`src/rtl/obc_dft_bit_serial_ctrl.sv`:
```
// obc_dft_bit_serial_ctrl: bit-serial sequencer feeding 16 sample bit-slices, MSB first,
// to an OBC DA ROM stage and accumulating one DFT bin over valid/ready handshakes.
module obc_dft_bit_serial_ctrl #(
    parameter int WIDTH = 16,
    parameter int ROM_W = 32,
    parameter int OUT_W = ROM_W + WIDTH
) (
    input  logic                  clk,
    input  logic                  rst_n,
    input  logic                  in_valid,
    output logic                  in_ready,
    input  logic [16*WIDTH-1:0]   in_data,
    input  logic [ROM_W-1:0]      offset_const,
    output logic [15:0]           slice,
    output logic                  m,
    input  logic [ROM_W-1:0]      rom_data,
    output logic                  out_valid,
    input  logic                  out_ready,
    output logic [OUT_W-1:0]      out_data,
    output logic                  busy
);
    localparam int CW = $clog2(WIDTH);

    typedef enum logic [1:0] {IDLE, RUN, DONE} state_t;

    state_t                  state, state_nxt;
    logic [15:0][WIDTH-1:0]  sh;
    logic [OUT_W-1:0]        acc, step;
    logic [ROM_W-1:0]        off;
    logic [CW-1:0]           cnt;
    logic                    accept;

    always_comb begin
        state_nxt = state;
        in_ready  = 1'b0;
        out_valid = 1'b0;
        busy      = 1'b0;
        m         = 1'b0;
        case (state)
            IDLE: begin
                in_ready = 1'b1;
                if (in_valid) state_nxt = RUN;
            end
            RUN: begin
                busy = 1'b1;
                m    = cnt == CW'(WIDTH - 1);
                if (cnt == '0) state_nxt = DONE;
            end
            DONE: begin
                out_valid = 1'b1;
                in_ready  = out_ready;
                if (out_ready) state_nxt = in_valid ? RUN : IDLE;
            end
            default: state_nxt = IDLE;
        endcase
    end

    always_comb begin
        slice = '0;
        for (int k = 0; k < 16; k++) slice[k] = busy & sh[k][WIDTH-1];
    end

    assign accept = in_valid && in_ready;
    // Shift-and-add: earlier (more significant) slices get doubled on every later step.
    assign step   = (acc << 1) + OUT_W'($signed(rom_data));

    always_ff @(posedge clk) begin
        if (!rst_n) begin
            state    <= IDLE;
            sh       <= '0;
            acc      <= '0;
            off      <= '0;
            cnt      <= '0;
            out_data <= '0;
        end else begin
            state <= state_nxt;
            if (accept) begin
                sh  <= in_data;
                off <= offset_const;
                acc <= '0;
                cnt <= CW'(WIDTH - 1);
            end else if (state == RUN) begin
                acc <= step;
                for (int k = 0; k < 16; k++) sh[k] <= {sh[k][WIDTH-2:0], 1'b0};
                cnt <= cnt - 1'b1;
                if (cnt == '0) out_data <= step + OUT_W'($signed(off));
            end
        end
    end
endmodule
```
`config.mk`:
```
export PLATFORM = sky130hd
export DESIGN_NAME = obc_dft_bit_serial_ctrl
export DESIGN_NICKNAME = d
export VERILOG_FILES = /design/src/rtl/obc_dft_bit_serial_ctrl.sv
export SDC_FILE = /design/constraint.sdc
export NUM_CORES = 1
export LEC_CHECK = 0
export CAP_MARGIN = 20
export CORE_MARGIN = 3
export CORE_UTILIZATION = 48
export DETAILED_ROUTE_END_ITERATION = 8
export GPL_TIMING_DRIVEN = 0
export PLACE_DENSITY = 0.78
export SLEW_MARGIN = 0
export SYNTH_ARGS = -nofsm -noshare
export SYNTH_HDL_FRONTEND = slang
export SYNTH_SLANG_ARGS = --single-unit
export TNS_END_PERCENT = 20
```
`constraint.sdc`:
```
create_clock -name clk -period 4 [get_ports clk]
set_input_delay 0.4 -clock clk [delete_from_list [all_inputs] [get_ports clk]]
set_output_delay 0.4 -clock clk [all_outputs]
set_load 0.005 [all_outputs]
```
# Word level (Yosys, flattened, before mapping)
# Index checks and enable logic that the tools add are counted.
# W data, S select, Z words.
# op_classes
n_addsub	3
n_eq_ne	6
n_mux	13
bitwise	18
reduce_logical	7
# ops
operator	n
$mux W256	2
$add A48 B48 Y48	2
$and A1 B1 Y1	16
$mux W4	2
$mux W2	3
$pmux W2 S3	1
$reduce_and A3 Y1	2
$eq A4 B4 Y1 const B	1
$logic_not A4 Y1	1
$mux W1	4
$ne A2 B2 Y1 const B	2
$sub A4 B1 Y4 const B	1
$eq A2 B1 Y1 const B	1
$eq A2 B2 Y1 const B	1
$logic_not A2 Y1	1
$ne A2 B1 Y1 const B	1
$not A1 Y1	2
$pmux W1 S2	1
$reduce_bool A2 Y1	1
$reduce_or A2 Y1	1
$logic_and A1 B1 Y1	1
# word_totals
ff_bits	389
out_inout_bits	68

# Longest topological paths before layout
# depth
word_depth	5
mapped_depth	22
depth_no_buf	21

# Worst setup path before layout
# OpenSTA, ideal clock, no wires.
# synth_timing
kind	input to register
startpoint	input rom_data[1]
endpoint	register out_data[45]
arrival_time_ns	4.363
required_time_ns	3.942
path_slack_ns	-0.420
stages	21
n_path_buf	1
cell_sequence	ha_1 -> inv_1 -> fa_1 -> nand2b_1 -> a21oi_1 -> o21ai_1 -> a31oi_1 -> a211oi_2 -> o41ai_4 -> o22ai_2 -> xnor2_1 -> ha_1 -> clkbuf_1 -> nand3_1 -> nor2_1 -> or2b_2 -> o21ai_0 -> a31oi_1 -> or3_1 -> a311oi_1 -> a211o_1
# synth_between
elab_chain_cells	2
# synth_rtl
element	line_no	rtl
start, declared	16	input logic [ROM_W-1:0] rom_data,
$add A48 B48 Y48	65	assign step = (acc << 1) + OUT_W'($signed(rom_data));
net step[33]	28	logic [OUT_W-1:0] acc, step;
$add A48 B48 Y48	86	if (cnt == '0) out_data <= step + OUT_W'($signed(off));
end signal, assigned	86	
end, declared	19	output logic [OUT_W-1:0] out_data,
# The timed path passes the listed nets, and every way through them passes these cells.
# A chain may end at the register's enable or synchronous reset.

# Final worst setup path
# layout_timing
startpoint	register acc[1]
endpoint	register out_data[46]
# layout_between
elab_chain_cells	2
# layout_rtl
element	line_no	rtl
start, declared	28	
start signal, assigned	83	acc <= step;
$add A48 B48 Y48	65	
net step[40]	28	
$add A48 B48 Y48	86	
# The timed path passes the listed nets, and every way through them passes these cells.

==> impl_metrics.csv <==
group,metric,value,unit
outcome,status,"finished with violations",
outcome,violations,"setup timing",
die,start_util,49.03,%
logic_synthesis,synthFlopType,"dfxtp_1",
logic_synthesis,synth_edf_count,0,
worst_setup_path,arrival,4.98,ns
logic_synthesis,synth_area,20200,µm²
logic_synthesis,synthAdderAreaFrac,6.144,%
cells_and_area,fillCellCount,3319,
cells_and_area,area_growth,37.44,%
cells_and_area,final_net_count,3443,
timing,rsz0062_at_grt,"true",
power_and_ir_drop,p_per_area,435.2,nW/µm²
logic_synthesis,synth_compound_area_share,29.19,%
run,max_cap_viol_count,0,
global_routing,globalRouteTotalUtil,32.90,%
logic_synthesis,yosys.cell_types.count,91,
worst_setup_path,worst_path_most_repeated_cell,"a21o_1",
timing,hold_viol,0,
die,die_h,211.1,µm
logic_synthesis,synthTopCellsByCount,"nand2_1 (511), a21oi_1 (455), dfxtp_1 (389)",
die,rows,74,
worst_setup_path,worst-setup-path-type,"register to register",
placed_design,portBuffers,390,
logic_synthesis,yosysWarnings,0,
logic_synthesis,yosysMostFrequentCell,"nand2_1",
logic_synthesis,syn_area_per_cell,7.944,µm²
timing,worst_slack,-0.5421,ns
global_routing,grt_max_degree,20,
routing,drc,0,
timing,fmax,220.2,MHz
logic_synthesis,synth_top_family_by_area,"compound AO/OA/AOI/OAI gates",
worst_setup_path,crit_chain,"ha_4 -> a21o_1 -> nand4_1 -> a2111oi_4 -> buf_4 -> o2111ai_4 -> a21oi_4 -> or2_4 -> a221o_1 -> xor2_2 -> ha_4 -> a21o_1 -> a21o_1 -> a21o_1 -> a2111oi_4 -> and3_1 -> a221oi_2 -> xnor2_2 -> a21oi_1",
timing,period_needed,4.542,ns
logic_synthesis,ys_ff_latch,389,
logic_synthesis,async_reset_ff_share,0,%
placed_design,place_hpwl,57.63,mm
clock_network,htreeDepth,2,
timing,skew,0.01524,ns
worst_setup_path,cp.required,4.44,ns
power_and_ir_drop,power,12.08,mW
routing,wl,76.44,mm
global_routing,antenna_found_initial,16,
worst_setup_path,critPathLaunchType,"register",
routing,drtAntennaViolNets,0,
logic_synthesis,synth_top_area_share,38.55,%
global_routing,grt_pass1_vias,21300,
worst_setup_path,cp_slowest_cell,"a2111oi_4",
timing,finalCritPeriodShare,113.6,%
routing,routedWlPerCell,21.26,µm
logic_synthesis,ys_seq_area_share,38.55,%
routing,vias,21560,
worst_setup_path,cpPeakStageDelay,0.42,ns
clock_network,cts-root-buf,"clkbuf_16",
die,core,41200,µm²
worst_setup_path,crit_family,"compound AO/OA/AOI/OAI gates",
logic_synthesis,yosysTopAreaCell,"dfxtp_1",
clock_network,worstSkewPairLatency,0.57,ns
clock_network,cts_tree,"yes",
routing,vias_per_cell,5.998,
routing,drt-initial-drc-count,1860,
timing,worst_pin_slew,1.121,ns
placed_design,dp.cells,3465,
clock_network,cts_sinks,389,
cells_and_area,drive_gt1_share,10.15,%
global_routing,grt-ovfl-total,0,
routing,first_pass_iters,6,
timing,slew_headroom,25.28,%
power_and_ir_drop,vdd_drop_max,0.3482,mV
logic_synthesis,synth-xor-area-share,3.623,%
clock_network,cts_made_buffers,43,
die,dieArea,44580,µm²
logic_synthesis,synthTopCellsByArea,"dfxtp_1 (39%), a21oi_1 (11%), nand2_1 (9.5%)",
timing,drv_slew,0,
clock_network,clk_pin_slew,0.06,ns
logic_synthesis,synth_fp_nets,2965,
worst_setup_path,critPathCaptureType,"register",
hold_path,hp-class,"input pin to register",
logic_synthesis,yosys.area_share.simple,17.37,%
power_and_ir_drop,power_leakage,10.59,nW
global_routing,grt_first_pass_wirelength,116.3,mm
placed_design,dp_slack,-1.944,ns
die,ios,392,
clock_network,cts.path.max_buffers,3,
logic_synthesis,synth_cells,2543,
worst_setup_path,worst-path-buf-inv,1,
logic_synthesis,synth.mux.area_fraction,0.4026,%
placed_design,gp_congestion,0.9787,
worst_setup_path,path_max_fanout,3,
die,die_w,211.1,µm
cells_and_area,instances_no_fill,3595,
timing,setup_violations,26,
-- final timing paths --
kind / from / end / slack [ns] / cells past startpoint
setup reg to reg: acc[1] / out_data[46] / -0.54 / 19
hold / removal: rst_n / out_data[45] / 0.26 / 3
setup / recovery: acc[1] / out_data[46] / -0.54 / 19
hold reg to reg: out_data[6] / out_data[6] / 0.45 / 2
-- state kept, by name (all words and copies together), names as in the netlist --
register  cells
acc          47
cnt           4
off          32
out_data     48
sh          256
state         2
-- per-layer routing --
metal | wire length [µm] | global-route usage (%) | up-vias | part of all wire [%]
met3 | 6246 | 7.486 | 219 | 8.2
met1 | 30260 | 39.62 | 10280 | 40
met4 | 3732 | 15.20 | 14 | 4.9
met5 | 103 | 0 | - | 0.13
met2 | 36110 | 56.10 | 947 | 47
li1 | - | - | 10100 | -
-- logic make-up (layout without fill, tap and decap cells) --
group / count (synthesis) / in the layout
mux: 8 / 8
simple gates: 802 / 802
buf+inv: 225 / 737
fa+ha+maj: 98 / 98
compound gates: 939 / 939
other cells: 0 / 8
xor+xnor: 82 / 82
flops: 389 / 389
-- where the power goes --
part           leakage, nW  switching, mW  internal [mW]  total [mW]
clock network        0.796           1.73           2.83        4.56
registers             3.19          0.192           4.18        4.38
logic                 6.61           1.83           1.32        3.15
-- what timing repair did --
item                                    in CTS  in global routing
hold buffers                                 0                  0
gates resized for setup                    106                 61
endpoints found under the setup margin      27                 35
buffers inserted                            31                 16
pin swaps                                   52                 34
-- placed cells by master (no fill, tap or decap), types with 7 or more instances in the layout --
cell type	instances
nand2_1	504
a21oi_1	424
clkdlybuf4s50_1	386
dfxtp_1	382
a22oi_1	240
clkbuf_1	163
ha_1	75
nor2_1	72
a21o_1	59
nand3_1	57
xnor2_1	49
buf_4	46
clkbuf_16	44
o21ai_0	39
inv_1	29
nand4_1	26
a21oi_2	23
xor2_1	21
and2_1	21
clkbuf_8	20
nor3_1	18
o21bai_1	17
ha_4	17
and3_1	12
o21ai_1	12
o21ai_2	11
o211ai_1	11
a31oi_1	11
a21oi_4	10
nand2b_1	10
buf_6	9
bufinv_16	9
diode_2	8
a211oi_1	8
or3_1	8
xnor2_2	7
nor2b_1	7
o21a_1	7
mux2i_1	7
-- cell type report --
cell class	count	area, µm²	area share (%)
Clock inverter	20	359.1	1.293
Tap cell	532	665.6	2.398
Inverter	31	116.4	0.4191
Sequential cell	389	7799	28.09
Buffer	190	860.8	3.101
Timing Repair Buffer	437	4263	15.35
Antenna cell	8	20.02	0.07211
Multi-Input combinational cell	1929	12400	44.67
Clock buffer	59	1277	4.601
-- metrics by stage --
step	setup TNS [ns]	cell area, µm²	utilization, %	hold WS (ns)
floorplan	-0.1642	20500	-	0.4317
global route	-11.95	27760	67.38	0.2645
CTS	-4.046	27380	66.44	0.2363
global placement	-31.50	25070	60.84	0.4388
detailed placement	-32.24	25070	60.84	0.4449
finish	-6.981	27760	67.38	0.2589
-- worst reg2reg max path: cells and delay by family, from the launching register on --
kind / cells / cell delay (ns)
XOR/XNOR: 2 / 0.50
flip-flops: 1 / 0.35
AND/OR/NAND/NOR: 3 / 0.63
adder cells (fa/ha/maj): 2 / 0.53
buffers and inverters: 1 / 0.20
AO/OA/AOI/OAI: 11 / 2.20
No activity file was read; power rests on OpenSTA's default activity.
==> patch: new RTL, same settings <==
Encoding of `state_t`: now one-hot (3 bits for 3 states).
--- a/src/rtl/obc_dft_bit_serial_ctrl.sv
+++ b/src/rtl/obc_dft_bit_serial_ctrl.sv
@@ -21,7 +21,7 @@
 );
     localparam int CW = $clog2(WIDTH);
 
-    typedef enum logic [1:0] {IDLE, RUN, DONE} state_t;
+    typedef enum logic [2:0] {IDLE = 3'b001, RUN = 3'b010, DONE = 3'b100} state_t;
 
     state_t                  state, state_nxt;
     logic [15:0][WIDTH-1:0]  sh;
Function: no difference found for any inputs over 4 cycles, from zero or initial values and one cycle with rst_n low; so few cycles prove little.
==> patch against the original RTL <==
The run still ends with setup timing left. Combinational power increased by 14%. Power increased by 0.33%. Sequential cell count increased by 1. Worst hold slack improved by 0.13 ns. Design area decreased by 2.1%. Global-route usage decreased by 0.19 points. Largest cell class unchanged. Routed wire length decreased by 0.58%. Synthesized area decreased by 0.15%. Setup slack got worse by 0.17 ns.
==> patch: results (changes against the original RTL) <==
Run status
  – Status: finished, violations left
  – Failing checks: setup timing

Yosys
  – Cell count after synthesis: 2572 (+1.1%)
  – Count of cell types in the netlist: 72 (-21%)
  – Most frequent cells after synthesis: 535 x nand2_1, 466 x a21oi_1, 390 x dfxtp_1
  – Main synth FF type: dfxtp_1
  – Largest cells by area after synthesis: dfxtp_1 39%, a21oi_1 12%, nand2_1 10%
  – Synthesized net count: 2994 (+0.98%)
  – Post-synthesis sequential area ratio: 38.7% (+0.16 points)

Critical path
  – Worst-path maximum fanout: 10 (+7)
  – R2R Path Start: acc[0]
  – R2R setup slack: -0.71 ns (-0.17 ns)
  – Arrival time at the worst endpoint: 5.15 ns (+0.17 ns)
  – R2R cell count: 21 (+2)
  – Worst reg2reg endpoint: out_data[47]

Detailed routing
  – Initial DRC count: 1829 (-1.7%)
  – TritonRoute pass-1 iters: 7 (+1)
  – Routed WL: 76000 um (-0.58%)
  – Via density: 5.98 (-0.22%)

Global route
  – Initial antenna violation count: 21 (+5)
  – Vias in the first global route: 21101 (-0.92%)
  – GRT Total Usage: 32.7% (-0.19 points)
  – Largest net degree at the start of global routing: 20 (unchanged)
  – Congestion Overflow GR: 0 (unchanged)
  – First-pass GRT wire length: 115000 um (-0.85%)

Finish
  – Share of cells above drive strength 1: 9.03% (-1.1 points)
  – Nets: 3462 (+0.55%)
  – Non-Filler Instances: 3613 (+0.50%)
  – Final Cell Area: 27200 sq um (-2.1%)
  – Largest regs: sh (256), out_data (48), acc (47)
  – # fillers: 3448 (+3.9%)

Timing
  – Slack of the critical path: -0.709 ns (-0.167 ns)
  – Final Hold Slack: 0.385 ns (+0.126 ns)
  – Pin slew with the least headroom to its limit: 0.997 ns (-0.124 ns)
  – Clock skew after layout: 0.0226 ns (+0.00740 ns)
  – Setup TNS: -12.27 ns (-5.29 ns)
  – Setup Viol. Count Final: 31 (+19%)

Clock network
  – Post CTS Setup Buffer Count: 29 (-6.5%)
  – H-tree depth: 2 (unchanged)
  – Inserted Clock Buffers: 42 (-2.3%)
  – Post-CTS resize count: 109 (+2.8%)
  – Worst-skew pair later-pin latency: just under 0.6 ns

Placed design
  – Hpwl dp: 57500 um (-0.16%)
  – I/O Buffers: 391 (+0.26%)
  – Placed inst area: 24800 sq um (-1.0%)
  – Final GP Congestion: 0.958 (-2.1%)

Pwr
  – Peak supply drop: 333 uV (-4.4%)
  – LEAKAGE: 10.0 nW (-5.2%)

Min path
  – Hold Crit Start: offset_const[31]
  – Hold EP: off[31]
[patch: cell types whose count changed after synthesis, moves of 8 or more]
cell	before	now
a211oi_1	8	18
a21o_1	59	39
a21oi_1	455	466
and3_1	16	6
buf_2	2	26
clkbuf_1	171	155
nand2_1	511	535
o21a_1	7	17
o21ai_0	57	73
xor2_1	25	33
[patch: power breakdown]
group | switching (W) | internal [W] | leakage [nW] | total, W
combinational | 0.00219 | 0.00141 | 6.19 | 0.00360
sequential | 0.000272 | 0.00433 | 3.18 | 0.00460
clock | 0.00166 | 0.00226 | 0.659 | 0.00392
[patch: worst max-delay path by stage]
stage	startpoint	to	slack [ns]	cells past startpoint
2_1_floorplan	rom_data[1]	out_data[44]	-0.27	22
3_3_place_gp	rom_data[1]	out_data[38]	-1.78	22
3_5_place_dp	rom_data[1]	out_data[38]	-1.82	22
4_1_cts	acc[0]	out_data[47]	-0.65	21
5_1_grt	acc[0]	out_data[47]	-0.85	21
6_report	acc[0]	out_data[47]	-0.71	21
[patch: layer usage]
metal  routed length, um  GRT usage [%]  vias to the layer above
met3                6440           8.44                      206
met1               29600           38.8                    10307
met4                3530           14.9                       18
li1                    -              -                    10200
met5                 133              0                        -
met2               36300           55.8                      892
[patch: per-stage QoR]
| stage | setup WS (ns) | total power [W] |
|---|---|---|
| 3_3_place_gp | -1.78 | 0.00784 |
| 6_report | -0.709 | 0.0121 |
| 2_1_floorplan | -0.274 | 0.00672 |
| 3_5_place_dp | -1.82 | 0.00794 |
| 5_1_grt | -0.851 | 0.0127 |
| 4_1_cts | -0.650 | 0.0120 |
[patch: cell families after synthesis]
| kind of cell | Yosys count | synth area share [%] |
|---|---|---|
| AOI/OAI and AO/OA | 973 | 30.1 |
| xor gates and xnor gates | 82 | 3.56 |
| adders and majority gates | 98 | 6.15 |
| buffers and inverters | 223 | 4.31 |
| DFF | 390 | 38.7 |
| muxes | 4 | 0.199 |
| and+or+nand+nor | 802 | 17.0 |
[patch: area by class of cell]
type | count | area share [%]
multi-input combinational | 1959 | 45.0
sequential | 390 | 28.7
timing repair buffer | 430 | 15.5
clock buffer | 60 | 4.38
buffer | 183 | 2.82
tap | 532 | 2.45
clock inverter | 12 | 0.538
inverter | 34 | 0.469
antenna | 13 | 0.120
[patch: worst max-delay path: stages (launching register included)]
cell	delay [ns]
dfxtp_2	0.35
ha_4	0.14
inv_2	0.04
fa_2	0.37
nor2b_4	0.16
o2111ai_2	0.14
a211o_1	0.37
a21boi_4	0.22
o211ai_4	0.15
a2111o_1	0.48
a41oi_4	0.27
a21oi_1	0.12
xnor2_1	0.17
ha_1	0.34
clkbuf_8	0.18
nand3_1	0.09
nor3b_2	0.18
o2bb2ai_1	0.12
a31oi_1	0.18
xnor2_1	0.11
xnor2_1	0.27
o21ai_1	0.12
